`src/rtl/div_reg36x18.sv`:
```
// Iterative restoring divider, 36-bit dividend by 18-bit divisor.
// One quotient bit per RUN cycle, MSB first; divide-by-zero short-circuits to DONE.
module div_reg36x18 (
  input  logic        clk,
  input  logic        reset,
  input  logic        start,
  input  logic [35:0] dividend,
  input  logic [17:0] divisor,
  output logic        ready,
  output logic        out_valid,
  output logic [35:0] quotient,
  output logic [17:0] remainder,
  output logic        div_by_zero
);

  typedef enum logic [1:0] {IDLE, RUN, DONE} state_t;

  state_t      r_state;
  logic [35:0] r_dividend;
  logic [17:0] r_divisor;
  logic [35:0] r_quot;
  logic [18:0] r_prem;
  logic [5:0]  r_cnt;
  logic        r_dbz;
  logic        r_ready;
  logic        r_valid;

  logic [18:0] w_shift;
  logic [19:0] w_diff;
  logic        w_ge;

  // r_prem[18] folded into the compare keeps the trial subtraction exact even if
  // the shifted partial remainder carried out of 19 bits.
  assign w_shift = {r_prem[17:0], r_dividend[35]};
  assign w_diff  = {1'b0, w_shift} - {2'b00, r_divisor};
  assign w_ge    = r_prem[18] | ~w_diff[19];

  always_ff @(posedge clk) begin
    if (reset) begin
      r_state    <= IDLE;
      r_dividend <= '0;
      r_divisor  <= '0;
      r_quot     <= '0;
      r_prem     <= '0;
      r_cnt      <= '0;
      r_dbz      <= 1'b0;
      r_ready    <= 1'b1;
      r_valid    <= 1'b0;
    end else begin
      case (r_state)
        IDLE: begin
          r_valid <= 1'b0;
          if (start) begin
            r_dividend <= dividend;
            r_divisor  <= divisor;
            r_ready    <= 1'b0;
            if (divisor == 18'd0) begin
              r_quot  <= '1;
              r_prem  <= {1'b0, dividend[17:0]};
              r_dbz   <= 1'b1;
              r_valid <= 1'b1;
              r_state <= DONE;
            end else begin
              r_quot  <= '0;
              r_prem  <= '0;
              r_cnt   <= 6'd35;
              r_dbz   <= 1'b0;
              r_state <= RUN;
            end
          end
        end
        RUN: begin
          r_dividend <= {r_dividend[34:0], 1'b0};
          r_prem     <= w_ge ? w_diff[18:0] : w_shift;
          r_quot     <= {r_quot[34:0], w_ge};
          if (r_cnt == 6'd0) begin
            r_valid <= 1'b1;
            r_state <= DONE;
          end else begin
            r_cnt <= r_cnt - 6'd1;
          end
        end
        DONE: begin
          r_valid <= 1'b0;
          r_ready <= 1'b1;
          r_state <= IDLE;
        end
        default: begin
          r_valid <= 1'b0;
          r_ready <= 1'b1;
          r_state <= IDLE;
        end
      endcase
    end
  end

  assign ready       = r_ready;
  assign out_valid   = r_valid;
  assign quotient    = r_quot;
  assign remainder   = r_prem[17:0];
  assign div_by_zero = r_dbz;

endmodule

```
`config.mk`:
```
export PLATFORM = sky130hd
export DESIGN_NAME = div_reg36x18
export DESIGN_NICKNAME = d
export VERILOG_FILES = /design/src/rtl/div_reg36x18.sv
export SDC_FILE = /design/constraint.sdc
export NUM_CORES = 1
export LEC_CHECK = 0
export CAP_MARGIN = 20
export CORE_MARGIN = 3
export CORE_UTILIZATION = 35
export DETAILED_ROUTE_END_ITERATION = 7
export GPL_TIMING_DRIVEN = 0
export HOLD_SLACK_MARGIN = 0.12
export PLACE_DENSITY = 0.68
export SLEW_MARGIN = 10
export SYNTH_ARGS = -nofsm -noshare
export SYNTH_HDL_FRONTEND = slang
export SYNTH_SLANG_ARGS = --single-unit
```
`constraint.sdc`:
```
create_clock -name clk -period 5.8 [get_ports clk]
set_clock_uncertainty 0.2 [all_clocks]
set_input_delay 1.16 -clock clk [delete_from_list [all_inputs] [get_ports clk]]
set_output_delay 1.16 -clock clk [all_outputs]
set_load 0.02 [all_outputs]
```
==> results of run 1 <==
==> cell families after synthesis <==
| logic type | share of synthesized area |
|---|---|
| AO/OA/AOI/OAI | 0.260 |
| XOR/XNOR | 0.0233 |
| adder cells (fa/ha/maj) | 0.0450 |
| buffers and inverters | 0.0796 |
| flip-flops | 0.400 |
| multiplexers | 0.0100 |
| AND/OR/NAND/NOR | 0.182 |
==> worst register-to-register path: cells and delay by family, from the launching register on <==
family | cells | cell delay [ns]
AO/OA/AOI/OAI | 6 | 1.55
XOR/XNOR | 1 | 0.16
adder cells (fa/ha/maj) | 2 | 0.58
buffers and inverters | 2 | 0.13
flip-flops | 1 | 0.36
==> worst max path at each step <==
stage,endpoint,slack [ns],cells past startpoint,startpoint
5_1_grt,r_prem[1],2.03,7,divisor[11]
4_1_cts,r_prem[10],2.20,7,divisor[11]
3_3_place_gp,r_prem[8],1.79,7,divisor[11]
6_report,r_prem[1],2.13,7,divisor[11]
2_1_floorplan,r_prem[7],2.85,5,divisor[15]
3_5_place_dp,r_prem[10],1.77,7,divisor[11]
==> power groups by stage <==
stage	clock network, mW	registers (mW)	logic (mW)
floorplan	0	1.01	1.41
finish	1.02	1.02	1.87
CTS	1.04	1.02	1.85
global placement	0	1.03	1.82
global route	1.09	1.03	2.06
detailed placement	0	1.04	1.84
==> cells in the mapped netlist (2+ instances only) <==
cell,n,share of area
dfxtp_1,120,0.40
nand2_1,120,0.075
nor2_1,100,0.063
clkbuf_1,49,0.031
a21oi_1,37,0.031
a221oi_1,37,0.054
a311oi_1,35,0.051
inv_1,27,0.017
a22oi_1,20,0.025
ha_1,20,0.042
buf_4,18,0.023
o22ai_1,13,0.014
o21ai_0,11,0.0092
xnor2_1,11,0.016
a21o_1,9,0.011
nand3_1,7,0.0058
nor3_1,7,0.0058
a31oi_1,6,0.0063
mux2i_1,6,0.010
a211oi_1,5,0.0063
nand4_1,5,0.0052
nor2b_1,5,0.0052
nor4_1,5,0.0052
o211ai_1,5,0.0063
xor2_1,5,0.0073
buf_6,4,0.0075
nand2b_1,4,0.0042
a2111oi_0,3,0.0044
o2111ai_1,3,0.0044
o21bai_1,3,0.0038
a21oi_4,2,0.0054
and2_1,2,0.0021
and3_1,2,0.0021
buf_1,2,0.0013
o21a_1,2,0.0025
o32ai_1,2,0.0029
or4_1,2,0.0025
==> final cells by class <==
class                           instances  area (um^2)
Tap cell                              220          275
Inverter                               27          101
Sequential cell                       120         2400
Fill cell                            1647         8710
Clock buffer                           25          515
Antenna cell                            1         2.50
Multi-Input combinational cell        513         3120
Buffer                                 74          377
Timing Repair Buffer                  113         1130
Clock inverter                          7         65.1
==> layer usage <==
layer	track usage	wire (um)	vias up	part of all wire
met5	0	0	-	0
met4	0.0554	347	0	0.019
met3	0.0765	1610	30	0.089
met2	0.287	7680	200	0.43
met1	0.262	8380	2787	0.46
li1	-	-	2909	-
==> through the flow <==
| stage | std cells | cell area (um^2) | util |
|---|---|---|---|
| 2_1_floorplan | 734 | 6000 | - |
| 3_3_place_gp | 1067 | 7410 | 0.444 |
| 3_5_place_dp | 1067 | 7410 | 0.444 |
| 4_1_cts | 1099 | 7990 | 0.478 |
| 5_1_grt | 1099 | 7990 | 0.478 |
| 6_report | 1100 | 7990 | 0.479 |
==> sequential cells by signal, summed over array words and instances (netlist names) <==
name,cells
r_cnt,6
out_valid,1
quotient,36
r_prem,19
ready,1
r_dividend,36
r_state,2
r_divisor,18
div_by_zero,1
==> metrics.csv, run 1 <==
stage;metric;value;unit
power_and_ir_drop;p_per_area;490;mW/mm^2
cells_and_area;drive_above_1_share;0.0705;
power_and_ir_drop;peakVddDrop;0.000333;V
routing;dr.pass1.iters;5;
critical_path;path_cells;clkdlybuf4s50_1 > nor4_1 > nand4_1 > nor3_2 > clkbuf_1 > a22oi_1 > o22ai_1;
routing;wl_per_cell;16.4;um
cts;cts_tree;yes;
critical_path;worstPathArrival;3.81;ns
critical_path;start_kind;input pin;
timing;fin_hold_ws;0.251;ns
routing;antenna_left;0;
power_and_ir_drop;power;3.92;mW
cts;htree_num_levels;4;
timing;rsz0062_at_grt;no;
yosys;yosysSeqAreaShare;0.400;
worst_hold_path;min_to;r_divisor[9];
timing;fin_ws;2.13;ns
worst_hold_path;min_path_cells;2;
critical_path;r2r_start;r_dividend[35];
cells_and_area;area_growth;33.1;%
critical_path;worstSetupPathType;input pin to register;
yosys;yosys_most_used_dff;dfxtp_1;
yosys;syn-mean-instance-area;8.18;um^2
timing;setup_viol;0;
status;status;finished, final reports clean;
timing;tightest_slew;0.816;ns
yosys;synth-edff-count;0;
power_and_ir_drop;power.switching;1.51;mW
cts;numCtsBuffers;17;
yosys;syn-cell-area;0.00600;mm^2
power_and_ir_drop;swShare;0.385;
yosys;synth-async-reset-ratio;0;
timing;finalMaxSlewViolations;0;
global_routing;grt_pass1_vias;5655;
critical_path;path_max_fanout;10;
critical_path;r2r-end;r_prem[18];
flow_run;cap_violations;0;
cells_and_area;final_cell_mix;nand2_1 (120), dfxtp_1 (120), clkdlybuf4s50_1 (113);
global_routing;grt_pass1_wl;28.7;mm
worst_hold_path;hp-start;r_divisor[9];
power_and_ir_drop;power_frac_comb;0.477;
routing;wl;18.0;mm
critical_path;slowest_stage;nor3_2;
floorplanning;rows;47;
cts;clk_pin_slew;0.05;ns
global_routing;grt_overflow;0;
placed_design;io_buffers;113;
critical_path;cp_top_family;simple AND/OR/NAND/NOR gates;
floorplanning;die_width;137;um
power_and_ir_drop;clock_power_share;0.262;
critical_path;path_buf_inv;2;
floorplanning;die_y;137;um
critical_path;slowest_delay;0.70;ns
yosys;yosysWarningCount;0;
cts;clock_latency;0.42;ns
timing;period_needed;3.67;ns
cts;clock-root-buffer;clkbuf_16;
timing;fmax;0.272;GHz
critical_path;reg2regPathDepth;11;
cts;clk_path_buf_depth;2;
routing;via_per_inst;5.39;
yosys;synth_cell_type_count;57;
timing;relSlewSlack;0.453;
cts;cts_hold_buf;0;
timing;hold_violations;0;
power_and_ir_drop;leakage;3.02;nW
cts;post_cts_buffers;0;
yosys;ys_ff_latch;120;
worst_hold_path;min_path_type;register to register;
routing;drtIter0Drc;474;
global_routing;groute.usage.overall;0.194;
routing;num_vias;5926;
placed_design;gp_congestion;0.867;
timing;setup_tns;0;ns
routing;drc;0;
global_routing;antenna_found_initial;0;
placed_design;dp_hpwl;13.2;mm
yosys;synthesis.instances;734;
timing;fin_crit_sh;0.633;
cts;cts-resized-gates;0;
cells_and_area;fin_nets;944;
critical_path;reg2reg_slack;2.66;ns
power_and_ir_drop;intPower;2.41;mW
yosys;synth_fp_nets;812;
power_and_ir_drop;seq_power_share;0.261;
critical_path;required;5.94;ns
placed_design;pre_cts_ws;1.77;ns
critical_path;critPathCaptureType;register;
global_routing;grt_max_degree;17;
floorplanning;die_area;0.0188;mm^2
floorplanning;num_io_pins;114;
floorplanning;core-area;0.0167;mm^2
cts;cts_sinks;120;
floorplanning;start_util;0.360;
Power figures use the tool's default switching activity.
==> run 2, diff against run 1 <==
==> constraint.sdc (replaced) <==
create_clock -name clk -period 3.6 [get_ports clk]
set_clock_uncertainty 0.2 [all_clocks]
set_input_delay 0.72 -clock clk [delete_from_list [all_inputs] [get_ports clk]]
set_output_delay 0.72 -clock clk [all_outputs]
set_load 0.02 [all_outputs]
==> results of run 2 <==
The final DEF is identical to that of run 1. Status: finished, final reports clean.
Main changes from that run: setup slack after placement 1.77 ns -> 0.0141 ns; setup slack after layout 2.13 ns -> 0.370 ns; register-to-register setup slack 2.66 ns -> 0.46 ns; total power 3.92 mW -> 6.31 mW; worst IR drop on VDD 0.000333 V -> 0.000537 V
==> run 3, diff against run 2 <==
--- a/config.mk
+++ b/config.mk
@@ -5,7 +5,6 @@
 export SDC_FILE = /design/constraint.sdc
 export NUM_CORES = 1
 export LEC_CHECK = 0
-export CAP_MARGIN = 20
 export CORE_MARGIN = 3
 export CORE_UTILIZATION = 35
 export DETAILED_ROUTE_END_ITERATION = 7
==> results of run 3 <==
The final DEF is identical to that of run 1. Status: finished, final reports clean.
Main changes from that run: setup slack after placement 1.77 ns -> 0.0141 ns; setup slack after layout 2.13 ns -> 0.370 ns; register-to-register setup slack 2.66 ns -> 0.46 ns; total power 3.92 mW -> 6.31 mW; worst IR drop on VDD 0.000333 V -> 0.000537 V
